File: config.mk
export PLATFORM = sky130hd
export DESIGN_NAME = wb_port_arbiter
export DESIGN_NICKNAME = d
export VERILOG_FILES = /design/src/rtl/wb_port_arbiter_pkg.sv /design/src/rtl/wb_req_fifo.sv /design/src/rtl/wb_port_arbiter.sv
export SDC_FILE = /design/constraint.sdc
export NUM_CORES = 1
export LEC_CHECK = 0
export ABC_AREA = 1
export CORE_MARGIN = 10
export CORE_UTILIZATION = 50
export DETAILED_ROUTE_END_ITERATION = 10
export DONT_BUFFER_PORTS = 1
export PLACE_DENSITY_LB_ADDON = 0.1
export SLEW_MARGIN = 25
export SYNTH_ARGS = -nofsm -noshare
export SYNTH_HDL_FRONTEND = slang
export SYNTH_SLANG_ARGS = --single-unit
File: constraint.sdc
create_clock -name i_clk -period 2.6 [get_ports i_clk]
set_input_delay 0.65 -clock i_clk [delete_from_list [all_inputs] [get_ports i_clk]]
set_output_delay 0.65 -clock i_clk [all_outputs]
set_load 0.005 [all_outputs]
File: src/rtl/wb_port_arbiter_pkg.sv
// Shared encodings for the write-port arbiter: op codes, SFR addresses,
// IRQ push-sequencer states and the registered write-request record.
package wb_port_arbiter_pkg;

    localparam int RAM_OP_LEN = 2;
    localparam int SFR_OP_LEN = 3;

    localparam logic [RAM_OP_LEN-1:0] OP_RAM_NOP     = 2'd0;
    localparam logic [RAM_OP_LEN-1:0] OP_RAM_WR_BYTE = 2'd1;

    localparam logic [SFR_OP_LEN-1:0] OP_DEFAULT     = 3'd0;
    localparam logic [SFR_OP_LEN-1:0] OP_SP_WR_BYTE  = 3'd1;

    localparam logic [7:0] SP_ADDR = 8'h81;

    typedef enum logic [2:0] {
        IRQ_IDLE   = 3'd0,
        IRQ_PUSH_L = 3'd1,
        IRQ_PUSH_H = 3'd2,
        IRQ_SP_UPD = 3'd3,
        IRQ_DONE   = 3'd4
    } irq_state_e;

    typedef struct packed {
        logic [RAM_OP_LEN-1:0] ram_op;
        logic [SFR_OP_LEN-1:0] sfr_op;
        logic [7:0]            addr;
        logic [7:0]            data;
        logic [7:0]            psw;
    } wr_req_t;

endpackage

File: src/rtl/wb_req_fifo.sv
// Small synchronous FIFO buffering peripheral SFR write requests.
// Pushes while full and pops while empty are dropped internally.
module wb_req_fifo #(
    parameter int DEPTH = 4,
    parameter int WIDTH = 11
) (
    input  logic             i_clk,
    input  logic             i_rst,
    input  logic             i_push,
    input  logic [WIDTH-1:0] i_wdata,
    input  logic             i_pop,
    output logic [WIDTH-1:0] o_rdata,
    output logic             o_full,
    output logic             o_empty
);

    localparam int AW = $clog2(DEPTH);
    localparam logic [AW:0] FULL_CNT = DEPTH[AW:0];

    logic [WIDTH-1:0] mem_q [DEPTH];
    logic [AW-1:0]    wr_ptr_q, rd_ptr_q;
    logic [AW:0]      count_q;
    logic             do_push, do_pop;

    assign o_full  = (count_q == FULL_CNT);
    assign o_empty = (count_q == '0);
    assign do_push = i_push && !o_full;
    assign do_pop  = i_pop && !o_empty;
    assign o_rdata = mem_q[rd_ptr_q];

    // Pointers are AW bits wide, so they wrap modulo DEPTH on their own.
    always_ff @(posedge i_clk) begin
        if (i_rst) begin
            wr_ptr_q <= '0;
            rd_ptr_q <= '0;
            count_q  <= '0;
        end else begin
            if (do_push) wr_ptr_q <= wr_ptr_q + 1'b1;
            if (do_pop)  rd_ptr_q <= rd_ptr_q + 1'b1;
            case ({do_push, do_pop})
                2'b10:   count_q <= count_q + 1'b1;
                2'b01:   count_q <= count_q - 1'b1;
                default: count_q <= count_q;
            endcase
        end
    end

    always_ff @(posedge i_clk) begin
        if (do_push) mem_q[wr_ptr_q] <= i_wdata;
    end

endmodule

File: src/rtl/wb_port_arbiter.sv
// Single write port into internal RAM / SFR bank, shared by Stage3 write-back,
// the interrupt return-address push sequencer and buffered peripheral SFR writes.
module wb_port_arbiter
    import wb_port_arbiter_pkg::*;
#(
    parameter int PER_FIFO_DEPTH = 4,
    parameter int STARVE_LIMIT   = 3
) (
    input  logic                  i_clk,
    input  logic                  i_rst,
    input  logic                  i_wb_valid,
    input  logic [RAM_OP_LEN-1:0] i_wb_ram_op,
    input  logic [SFR_OP_LEN-1:0] i_wb_sfr_op,
    input  logic [7:0]            i_wb_addr,
    input  logic [7:0]            i_wb_data,
    input  logic [7:0]            i_wb_psw,
    output logic                  o_wb_stall,
    input  logic                  i_irq_push,
    input  logic [15:0]           i_irq_pc,
    input  logic [7:0]            i_sp,
    output logic                  o_irq_busy,
    output logic                  o_irq_done,
    input  logic                  i_per_valid,
    input  logic [SFR_OP_LEN-1:0] i_per_sfr_op,
    input  logic [7:0]            i_per_data,
    output logic                  o_per_ready,
    output logic [RAM_OP_LEN-1:0] o_wr_ram_op,
    output logic [SFR_OP_LEN-1:0] o_wr_sfr_op,
    output logic [7:0]            o_wr_addr,
    output logic [7:0]            o_wr_data,
    output logic [7:0]            o_wr_psw,
    output irq_state_e            o_dbg_state
);

    localparam int FW = SFR_OP_LEN + 8;
    localparam int SW = $clog2(STARVE_LIMIT + 1);
    localparam logic [SW-1:0] STARVE_MAX = SW'(STARVE_LIMIT);

    irq_state_e    state_q, state_d;
    logic [15:0]   pc_q;
    logic [7:0]    sp_q;
    logic [SW-1:0] starve_q, starve_d;
    wr_req_t       wr_q, wr_d;

    logic          fifo_full, fifo_empty;
    logic [FW-1:0] fifo_rdata;
    logic          irq_active, per_forced, wb_grant, per_grant;

    // Peripheral handshake: a request transfers on a cycle where i_per_valid
    // and o_per_ready are both high; the requester holds valid and payload until then.
    wb_req_fifo #(
        .DEPTH (PER_FIFO_DEPTH),
        .WIDTH (FW)
    ) u_fifo (
        .i_clk   (i_clk),
        .i_rst   (i_rst),
        .i_push  (i_per_valid && !fifo_full),
        .i_wdata ({i_per_sfr_op, i_per_data}),
        .i_pop   (per_grant),
        .o_rdata (fifo_rdata),
        .o_full  (fifo_full),
        .o_empty (fifo_empty)
    );

    // Grants come only from registered state and request inputs, never from o_wr_*.
    assign irq_active  = (state_q == IRQ_PUSH_L) || (state_q == IRQ_PUSH_H) ||
                         (state_q == IRQ_SP_UPD);
    assign per_forced  = (starve_q == STARVE_MAX) && !fifo_empty;
    assign wb_grant    = i_wb_valid && !irq_active && !per_forced;
    assign per_grant   = !irq_active && !fifo_empty && (per_forced || !i_wb_valid);

    assign o_wb_stall  = i_wb_valid && !wb_grant;
    assign o_irq_busy  = irq_active;
    assign o_irq_done  = (state_q == IRQ_DONE);
    assign o_per_ready = !fifo_full;
    assign o_dbg_state = state_q;

    assign o_wr_ram_op = wr_q.ram_op;
    assign o_wr_sfr_op = wr_q.sfr_op;
    assign o_wr_addr   = wr_q.addr;
    assign o_wr_data   = wr_q.data;
    assign o_wr_psw    = wr_q.psw;

    always_comb begin
        state_d = state_q;
        case (state_q)
            IRQ_IDLE:   if (i_irq_push) state_d = IRQ_PUSH_L;
            IRQ_PUSH_L: state_d = IRQ_PUSH_H;
            IRQ_PUSH_H: state_d = IRQ_SP_UPD;
            IRQ_SP_UPD: state_d = IRQ_DONE;
            IRQ_DONE:   state_d = IRQ_IDLE;
            default:    state_d = IRQ_IDLE;
        endcase
    end

    always_comb begin
        wr_d.ram_op = OP_RAM_NOP;
        wr_d.sfr_op = OP_DEFAULT;
        wr_d.addr   = 8'h00;
        wr_d.data   = 8'h00;
        wr_d.psw    = 8'h00;
        if (state_q == IRQ_PUSH_L) begin
            wr_d.ram_op = OP_RAM_WR_BYTE;
            wr_d.addr   = sp_q + 8'd1;
            wr_d.data   = pc_q[7:0];
        end else if (state_q == IRQ_PUSH_H) begin
            wr_d.ram_op = OP_RAM_WR_BYTE;
            wr_d.addr   = sp_q + 8'd2;
            wr_d.data   = pc_q[15:8];
        end else if (state_q == IRQ_SP_UPD) begin
            wr_d.sfr_op = OP_SP_WR_BYTE;
            wr_d.addr   = SP_ADDR;
            wr_d.data   = sp_q + 8'd2;
        end else if (wb_grant) begin
            wr_d.ram_op = i_wb_ram_op;
            wr_d.sfr_op = i_wb_sfr_op;
            wr_d.addr   = i_wb_addr;
            wr_d.data   = i_wb_data;
            wr_d.psw    = i_wb_psw;
        end else if (per_grant) begin
            wr_d.sfr_op = fifo_rdata[FW-1:8];
            wr_d.data   = fifo_rdata[7:0];
        end
    end

    // Counts only cycles where a waiting peripheral entry lost to write-back.
    always_comb begin
        starve_d = starve_q;
        if (fifo_empty || per_grant) begin
            starve_d = '0;
        end else if (wb_grant && (starve_q != STARVE_MAX)) begin
            starve_d = starve_q + 1'b1;
        end
    end

    always_ff @(posedge i_clk) begin
        if (i_rst) begin
            state_q     <= IRQ_IDLE;
            pc_q        <= 16'h0000;
            sp_q        <= 8'h00;
            starve_q    <= '0;
            wr_q.ram_op <= OP_RAM_NOP;
            wr_q.sfr_op <= OP_DEFAULT;
            wr_q.addr   <= 8'h00;
            wr_q.data   <= 8'h00;
            wr_q.psw    <= 8'h00;
        end else begin
            state_q  <= state_d;
            starve_q <= starve_d;
            wr_q     <= wr_d;
            if ((state_q == IRQ_IDLE) && i_irq_push) begin
                pc_q <= i_irq_pc;
                sp_q <= i_sp;
            end
        end
    end

endmodule

==> results of run 1 <==
[per-stage QoR]
stage | setup slack [ns] | instances | area (um^2) | util | hold WS (ns)
finish | 0.334 | 690 | 5060 | 0.547 | 0.349
CTS | 0.322 | 690 | 5060 | 0.547 | 0.330
global route | 0.130 | 690 | 5060 | 0.547 | 0.330
detailed placement | 0.487 | 674 | 4860 | 0.526 | 0.435
global placement | 0.551 | 674 | 4860 | 0.526 | 0.431
floorplan | 0.456 | 555 | 4730 | - | 0.420
[where the power goes]
part	internal [mW]	total, mW	switching [mW]
combinational	0.227	0.691	0.464
clock	0.447	1.01	0.567
sequential	1.99	2.09	0.104
total	2.66	3.79	1.13
[area by class of cell]
class | instances | area share
clock buffers | 9 | 0.0245
clock inverters | 7 | 0.0139
inverters | 79 | 0.0586
multi-input cells | 344 | 0.328
flip-flops and latches | 111 | 0.526
well taps | 129 | 0.0319
repair buffers | 11 | 0.0163
[sequential cells by signal, summed over array words and instances, names as in the netlist, 8 cells and up, named ones only]
name / flops
o_wr_data: 8
u_fifo.mem_q: 44
o_wr_psw: 8
sp_q: 8
pc_q: 16
o_wr_addr: 8
[cell usage in the layout (no fill, tap or decap), types with 2 or more instances in the layout]
master and n:
a21oi_1 40, a31oi_1 2, buf_4 11, clkbuf_8 9, dfxtp_1 67, edfxtp_1 44, ha_1 8, inv_1 73
inv_2 6, inv_6 2, nand2_1 110, nand2_2 2, nand3_1 41, nand4_1 2, nor2_1 58, nor2_4 3
nor3_1 4, o21ai_0 48, o21ai_1 6, o22ai_1 8, or2_2 4, xor2_1 2
[final timing paths]
check	from	to	slack [ns]	cells after the start
setup / recovery	u_fifo.count_q[0]$_SDFFE_PP0P_	o_wb_stall	0.33	6
hold / removal	i_rst	o_wr_addr[2]$_SDFF_PP0_	0.35	1
setup reg to reg	o_dbg_state[2]$_SDFFE_PP0P_	u_fifo.count_q[2]$_SDFFE_PP0P_	0.45	11
hold reg to reg	pc_q[0]$_SDFFE_PP0P_	pc_q[0]$_SDFFE_PP0P_	0.45	2
[layer usage]
metal  GRT usage  vias up
li1            -     1796
met1       0.212     1634
met2       0.260      105
met3      0.0622        9
met4      0.0461        0
met5           0        -
[cell families after synthesis]
family                   Yosys count  synth area share
XOR/XNOR                           2           0.00370
flip-flops                       111             0.563
buffers and inverters            100            0.0862
AND/OR/NAND/NOR                  226             0.204
AO/OA/AOI/OAI                    107             0.118
adder cells (fa/ha/maj)            9            0.0254
==> qor.txt, run 1 <==
Post-CTS setup buffers -> 0
Bufs on Longest Clock Path -> 2
Yosys cell types -> 30
Core area -> 9240 um^2
Root Buffer -> clkbuf_8
Initial antenna violation count -> 0
Top delay family on crit path -> simple AND/OR/NAND/NOR gates
Worst Path Max Fanout -> 11
Largest net degree at the start of global routing -> 49
Max Fclk -> 441 MHz
Cts bufs inserted -> 9
Count leader, synth -> nand2_1
Final nets -> 634
Met3 Routed Length -> 1.23 mm
First-pass GRT wire length -> 17.7 mm
DRT iter0 DRCs -> 196
Final period utilization -> 0.872
Actual slew at the worst max-slew pin -> 0.726 ns
Required time worst endpoint -> 1.95 ns
Rows -> 35
Hold Fails Final Rpt -> 0
Met1 WL -> 4.89 mm
Clock Skews -> 0.00563 ns
Met2 wire length -> 5.09 mm
Syn_nets -> 633
RD Place Congestion -> 0.855
Synth area leader -> dfxtp_1
GRT overflow -> 0
All-Layer GR Usage -> 0.167
Die ar. -> 13,800 um^2
Filler cells -> 868
Clock Pin Slew Worst Setup and Hold Paths -> 0.10 ns
Critical path, cell by cell -> inv_1 -> nand3_1 -> nand2_1 -> nand2_1 -> nor2_1 -> nor2_1
Estimated wirelength of the detail-placed design -> 8.41 mm
DRC -> 0
Clk_lat worst skew -> 0.36 ns
Worst Path Arrival -> 1.62 ns
Top Metal Used -> met4
Layout cell share with drive strength beyond 1 -> 0.0784
Die Ht -> 117 um
Status -> complete, no violations
RSZ-0062 raised after global routing -> no
Register area share after synthesis -> 0.563
Buffers plus inverters on the worst setup path -> 1
WL final -> 11.3 mm
WL/cell -> 16.4 um
Top post-synthesis cells by area -> dfxtp_1 (28%), edfxtp_1 (28%), nand2_1 (8.7%)
Sequential Area -> 2660 um^2
Leak Pwr -> 2.10 nW
CTS tree -> built
Cells after synthesis -> 555
Mapped cell area -> 4730 um^2
Clk sink count -> 111
Commonest cells in the netlist -> nand2_1 (110), inv_1 (73), dfxtp_1 (67)
Slew headroom -> 0.514
Starting Density -> 0.512
Routed Antenna Nets -> 0
Synth top area share -> 0.284
Worst hold path type -> in2reg
CTS Hold Bufs -> 0
EDFF count, synth -> 44
Pwr/cell area -> 750 nW/um^2
Top FF cell, synth -> dfxtp_1
Seq cells post-synth -> 111
Crit-path slowest cell -> nand2_1
Area grow syn2layout -> 6.90%
# IOs -> 105
Vias -> 3,544
Yosys warns -> 0
Worst setup SP type -> register
Drt first pass iters -> 4
Max incr delay on CP -> 0.35 ns
I/O Buffers -> 0
Final Power -> 3.79 mW
Crit path time final -> 2.27 ns
Avg Cell Area, Syn -> 8.52 um^2
Peak supply drop -> 0.346 mV
Setup crit end kind -> primary output
Via/cell ratio -> 5.14
Antenna cell count -> 0
Max_cap viols -> 0
Worst Setup Path Type -> reg2out
Number of global-route vias before repair -> 3,559
Endpoints failing setup -> 0
Area occupied by multi-input gates -> 1660 um^2
Die W -> 117 um
Synth async-reset ratio -> 0
Final setup TNS -> 0 ns
Slew Limit Fails -> 0
CTS-repair resized insts -> 0
Maximum level of the CTS H-tree -> 3
Note: power is estimated with default switching activity, not from simulation.
==> run 2, diff against run 1 <==
Settings changed: DONT_BUFFER_PORTS 1 to not set.
==> qor.txt, run 2 (synthesis gave the netlist of run 1 again) <==
First-pass GRT wire length -> 19.0 mm (+7.5%)
Rows -> 35 (unchanged)
Leak Pwr -> 2.51 nW (+19%)
Commonest non-fill, non-tap cell in the layout -> nand2_1
Routed Antenna Nets -> 0 (unchanged)
Worst setup SP type -> primary input
Clock Pin Slew Worst Setup and Hold Paths -> 0.10 ns (about the same)
CTS-repair resized insts -> 0 (unchanged)
RR Startpoint -> o_dbg_state[2]$_SDFFE_PP0P_
Final setup TNS -> 0 ns (unchanged)
Crit path from -> i_wb_valid
Estimated wirelength of the detail-placed design -> 8.84 mm (+5.2%)
Die Ht -> 117 um (unchanged)
RD Place Congestion -> 0.863 (+0.90%)
Cts bufs inserted -> 9 (unchanged)
Worst Path Arrival -> 1.83 ns (+0.21 ns)
WL/cell -> 15.0 um (-8.3%)
Vias -> 4,012 (+13%)
Endpoints failing setup -> 0 (unchanged)
Final Power -> 4.05 mW (+6.9%)
Die W -> 117 um (unchanged)
Final Non-Filler Cells -> 798 (+16%)
Clk_lat worst skew -> 0.37 ns (about the same)
Largest net degree at the start of global routing -> 49 (unchanged)
Clock Skews -> 0.0117 ns (+0.00602 ns)
Slew Limit Fails -> 0 (unchanged)
CTS Hold Bufs -> 0 (unchanged)
DRT iter0 DRCs -> 243 (+24%)
FF-to-FF setup slack -> 0.46 ns (about the same)
Layout cell share with drive strength beyond 1 -> 0.0719 (-0.00658)
Max Fclk -> 403 MHz (-8.6%)
Clk sink count -> 111 (unchanged)
Hold path start -> u_fifo.count_q[0]$_SDFFE_PP0P_
Setup crit end kind -> primary output
Initial antenna violation count -> 1 (+1)
Regs by FF count -> u_fifo.mem_q: 44 flops, pc_q: 16 flops
DRC -> 0 (unchanged)
Via/cell ratio -> 5.03 (-2.1%)
Number of global-route vias before repair -> 3,926 (+10%)
Core area -> 9240 um^2 (unchanged)
Area grow syn2layout -> 29.7%
Starting Density -> 0.512 (unchanged)
Bufs on Longest Clock Path -> 2 (unchanged)
WL final -> 12.0 mm (+6.0%)
Die ar. -> 13,800 um^2 (unchanged)
RSZ-0062 raised after global routing -> no
Cells after DPL -> 781 (+16%)
Top reg by flops -> u_fifo.mem_q
Worst hold path type -> reg2reg
Peak supply drop -> 0.393 mV (+14%)
CTS tree -> built
Crit path time final -> 2.48 ns (+0.214 ns)
Largest register FFs -> 44 (unchanged)
Filler cells -> 769 (-11%)
# IOs -> 105 (unchanged)
Setup ws final -> 0.120 ns (-0.214 ns)
Actual slew at the worst max-slew pin -> 0.589 ns (-0.137 ns)
Status -> complete, no violations
Hold Fails Final Rpt -> 0 (unchanged)
GRT overflow -> 0 (unchanged)
Maximum level of the CTS H-tree -> 3 (unchanged)
Root Buffer -> clkbuf_8
Max_cap viols -> 0 (unchanged)
Drt first pass iters -> 5 (+1)
All-Layer GR Usage -> 0.178 (+0.0107)
Commonest non-fill, non-tap cells in the layout -> nand2_1 (110), clkdlybuf4s50_1 (104), inv_1 (73), dfxtp_1 (66), nor2_1 (58)
Required time worst endpoint -> 1.95 ns (about the same)
Pwr/cell area -> 661 nW/um^2 (-12%)
Worst Setup Path Type -> in2out
Worst Path Max Fanout -> 3 (-8)
Final period utilization -> 0.954 (+0.0822)
Slew headroom -> 0.605 (+0.0908)
DP Worst Slack -> -0.0374 ns (-0.525 ns)
I/O Buffers -> 104 (+104)
Fin Hold WS -> 0.458 ns (+0.109 ns)
Post-CTS setup buffers -> 0 (unchanged)
Final nets -> 741 (+17%)
==> run 2: cell types whose count changed in the layout (fill, tap and decap cells not counted), sizes merged <==
cell / delta
clkdlybuf4s50: +104
diode: +1
clkinv: -2
buf: +3
clkbuf: +1
clkinvlp: +1
==> run 2: final cells by class <==
class | instances | area [um^2] | area share
Clock inverter | 6 | 66.3 | 0.0108
Antenna cell | 1 | 2.50 | 0.000408
Sequential cell | 111 | 2660 | 0.434
Clock buffer | 10 | 128 | 0.0208
Inverter | 79 | 297 | 0.0483
Tap cell | 129 | 161 | 0.0263
Multi-Input combinational cell | 344 | 1660 | 0.271
Timing Repair Buffer | 118 | 1160 | 0.189
==> run 2: path summary, 6_finish.rpt <==
| path | endpoint | depth (start not counted) |
|---|---|---|
| worst max-delay path | o_wb_stall | 5 |
| worst min-delay path | u_fifo.count_q[0]$_SDFFE_PP0P_ | 1 |
| worst max register to register | u_fifo.count_q[2]$_SDFFE_PP0P_ | 11 |
| worst min register to register | u_fifo.count_q[0]$_SDFFE_PP0P_ | 1 |
==> run 2: metrics by stage <==
| step | util | area, um^2 |
|---|---|---|
| 3_3_place_gp | 0.643 | 5940 |
| 4_1_cts | 0.664 | 6130 |
| 6_report | 0.664 | 6140 |
| 2_1_floorplan | - | 4730 |
| 3_5_place_dp | 0.643 | 5940 |
| 5_1_grt | 0.664 | 6130 |
==> run 2: per-layer routing <==
metal,routed length [um],track usage,vias to the layer above
li1,-,-,2022
met1,5110,0.217,1825
met2,5550,0.286,145
met3,1110,0.0591,20
met4,235,0.0643,0
met5,0,0,-
==> run 2: critical path, cell delays in order <==
cell,delay [ns]
clkdlybuf4s50_1,0.50
nand2_1,0.06
nor2_1,0.12
nor2_1,0.05
clkdlybuf4s50_1,0.44
==> run 2: power by group <==
group | switching [mW] | internal, mW
sequential | 0.0918 | 1.98
clock | 0.583 | 0.450
combinational | 0.524 | 0.421
==> run 3, diff against run 2 <==
--- a/config.mk
+++ b/config.mk
@@ -16 +16,2 @@
 export SYNTH_SLANG_ARGS = --single-unit
+export TNS_END_PERCENT = 5
--- a/constraint.sdc
+++ b/constraint.sdc
@@ -3,2 +3,2 @@
 set_output_delay 0.65 -clock i_clk [all_outputs]
-set_load 0.005 [all_outputs]
+set_load 0.01 [all_outputs]
==> qor.txt, run 3 (synthesis gave the netlist of run 1 again) <==
DRT iter0 DRCs -> 340 (+40%)
Die ar. -> 13,800 um^2 (unchanged)
Max_cap viols -> 0 (unchanged)
Layout cell share with drive strength beyond 1 -> 0.0719 (unchanged)
Commonest non-fill, non-tap cell in the layout -> nand2_1
Fin Hold WS -> 0.455 ns (-0.00249 ns)
Worst Path Max Fanout -> 5 (+2)
Setup crit end kind -> primary output
Largest register FFs -> 44 (unchanged)
GRT overflow -> 0 (unchanged)
Vias -> 4,006 (-0.15%)
Routed Antenna Nets -> 0 (unchanged)
DP Worst Slack -> -0.0274 ns (+0.00996 ns)
Clk sink count -> 111 (unchanged)
Bufs on Longest Clock Path -> 2 (unchanged)
First-pass GRT wire length -> 19.4 mm (+1.7%)
Drt first pass iters -> 4 (-1)
Final nets -> 741 (unchanged)
Worst Setup Path Type -> reg2out
Max Fclk -> 417 MHz (+3.5%)
Worst hold path type -> reg2reg
Met2 wire length -> 5.46 mm (-1.6%)
I/O Buffers -> 104 (unchanged)
Core area -> 9240 um^2 (unchanged)
Starting Density -> 0.512 (unchanged)
Met1 WL -> 5.14 mm (+0.63%)
Placed Instance Area -> 5940 um^2 (unchanged)
Slew headroom -> 0.646 (+0.0412)
Crit path time final -> 2.40 ns (-0.0836 ns)
Final Non-Filler Cells -> 797 (-0.13%)
Final setup TNS -> 0 ns (unchanged)
Estimated wirelength of the detail-placed design -> 8.91 mm (+0.78%)
WL/cell -> 14.8 um (-1.4%)
Worst Path Arrival -> 1.75 ns (-0.08 ns)
Slew Limit Fails -> 0 (unchanged)
DRC -> 0 (unchanged)
Commonest non-fill, non-tap cells in the layout -> nand2_1 (110), clkdlybuf4s50_1 (103), inv_1 (73), dfxtp_1 (66), nor2_1 (58)
Cts bufs inserted -> 9 (unchanged)
Top reg by flops -> u_fifo.mem_q
Largest net degree at the start of global routing -> 49 (unchanged)
Post-CTS setup buffers -> 0 (unchanged)
Fin area -> 6120 um^2 (-0.22%)
Filler cells -> 779 (+1.3%)
Regs by FF count -> u_fifo.mem_q: 44 flops, pc_q: 16 flops
Cells after DPL -> 781 (unchanged)
Required time worst endpoint -> 1.95 ns (about the same)
All-Layer GR Usage -> 0.177 (-0.000646)
Clock Skews -> 0.0123 ns (+0.000603 ns)
Final period utilization -> 0.922 (-0.0321)
Clock Pin Slew Worst Setup and Hold Paths -> 0.10 ns (about the same)
Via/cell ratio -> 5.03 (about the same)
CTS tree -> built
Maximum level of the CTS H-tree -> 3 (unchanged)
Worst setup SP type -> register
Clk_lat worst skew -> 0.37 ns (about the same)
RD Place Congestion -> 0.870 (+0.83%)
Initial antenna violation count -> 0 (-1)
Die W -> 117 um (unchanged)
Hold Fails Final Rpt -> 0 (unchanged)
RSZ-0062 raised after global routing -> no
WL final -> 11.8 mm (-1.5%)
Final Power -> 4.00 mW (-1.4%)
Met3 Routed Length -> 1.07 mm (-4.4%)
Final Util -> 0.663 (-0.00149)
Number of global-route vias before repair -> 3,974 (+1.2%)
Die Ht -> 117 um (unchanged)
Leak Pwr -> 2.51 nW (+0.23%)
# IOs -> 105 (unchanged)
Area grow syn2layout -> 29.4%
Status -> complete, no violations
Actual slew at the worst max-slew pin -> 0.528 ns (-0.0615 ns)
Pwr/cell area -> 653 nW/um^2 (-1.2%)
Top Metal Used -> met4
Root Buffer -> clkbuf_8
Antenna cell count -> 0 (-1)
Endpoints failing setup -> 0 (unchanged)
CTS Hold Bufs -> 0 (unchanged)
Peak supply drop -> 0.317 mV (-19%)
Setup ws final -> 0.204 ns (+0.0836 ns)
Rows -> 35 (unchanged)
==> run 3: cell count changes in the layout (fill, tap and decap cells not counted) <==
cell	delta
diode_2	-1
clkinvlp_4	+1
clkinvlp_2	-1
bufinv_16	-1
clkbuf_8	+1
clkinv_1	+1
clkbuf_1	-1
dlymetal6s2s_1	+1
clkdlybuf4s50_1	-1
==> run 3: layout make-up <==
| type | instances | area [um^2] | area share |
|---|---|---|---|
| flip-flops and latches | 111 | 2660 | 0.435 |
| multi-input cells | 344 | 1660 | 0.271 |
| repair buffers | 118 | 1160 | 0.190 |
| inverters | 79 | 297 | 0.0484 |
| well taps | 129 | 161 | 0.0264 |
| clock buffers | 10 | 138 | 0.0225 |
| clock inverters | 6 | 42.5 | 0.00695 |
==> run 3: worst max-delay path, cell delays in order (launching register included) <==
cell and delay (ns):
dfxtp_1 0.53, inv_2 0.10, nor3_1 0.17, clkdlybuf4s50_1 0.58
==> run 3: where the power goes <==
group          switching (mW)  leakage [nW]  internal [mW]
sequential             0.0907         0.956           1.98
combinational           0.545          1.47          0.422
clock                   0.577        0.0869          0.378
total                    1.21          2.51           2.78
==> run 3: what timing repair did <==
item                                   4_1_cts  5_1_grt
endpoints found under the hold margin        0        0
gates resized for setup                      0        2
setup endpoints to repair                    0        1
==> run 3: final timing paths <==
kind | start | endpoint | slack [ns] | cells after the start
hold reg to reg | pc_q[7]$_SDFFE_PP0P_ | pc_q[7]$_SDFFE_PP0P_ | 0.46 | 2
setup reg to reg | o_dbg_state[2]$_SDFFE_PP0P_ | u_fifo.count_q[2]$_SDFFE_PP0P_ | 0.43 | 11
hold / removal | pc_q[7]$_SDFFE_PP0P_ | pc_q[7]$_SDFFE_PP0P_ | 0.46 | 2
setup / recovery | o_dbg_state[2]$_SDFFE_PP0P_ | o_irq_done | 0.20 | 3
==> run 3: layer usage <==
| layer | track usage | vias up |
|---|---|---|
| met5 | 0 | - |
| met4 | 0.0527 | 0 |
| met3 | 0.0520 | 13 |
| met2 | 0.281 | 140 |
| met1 | 0.228 | 1832 |
| li1 | - | 2021 |
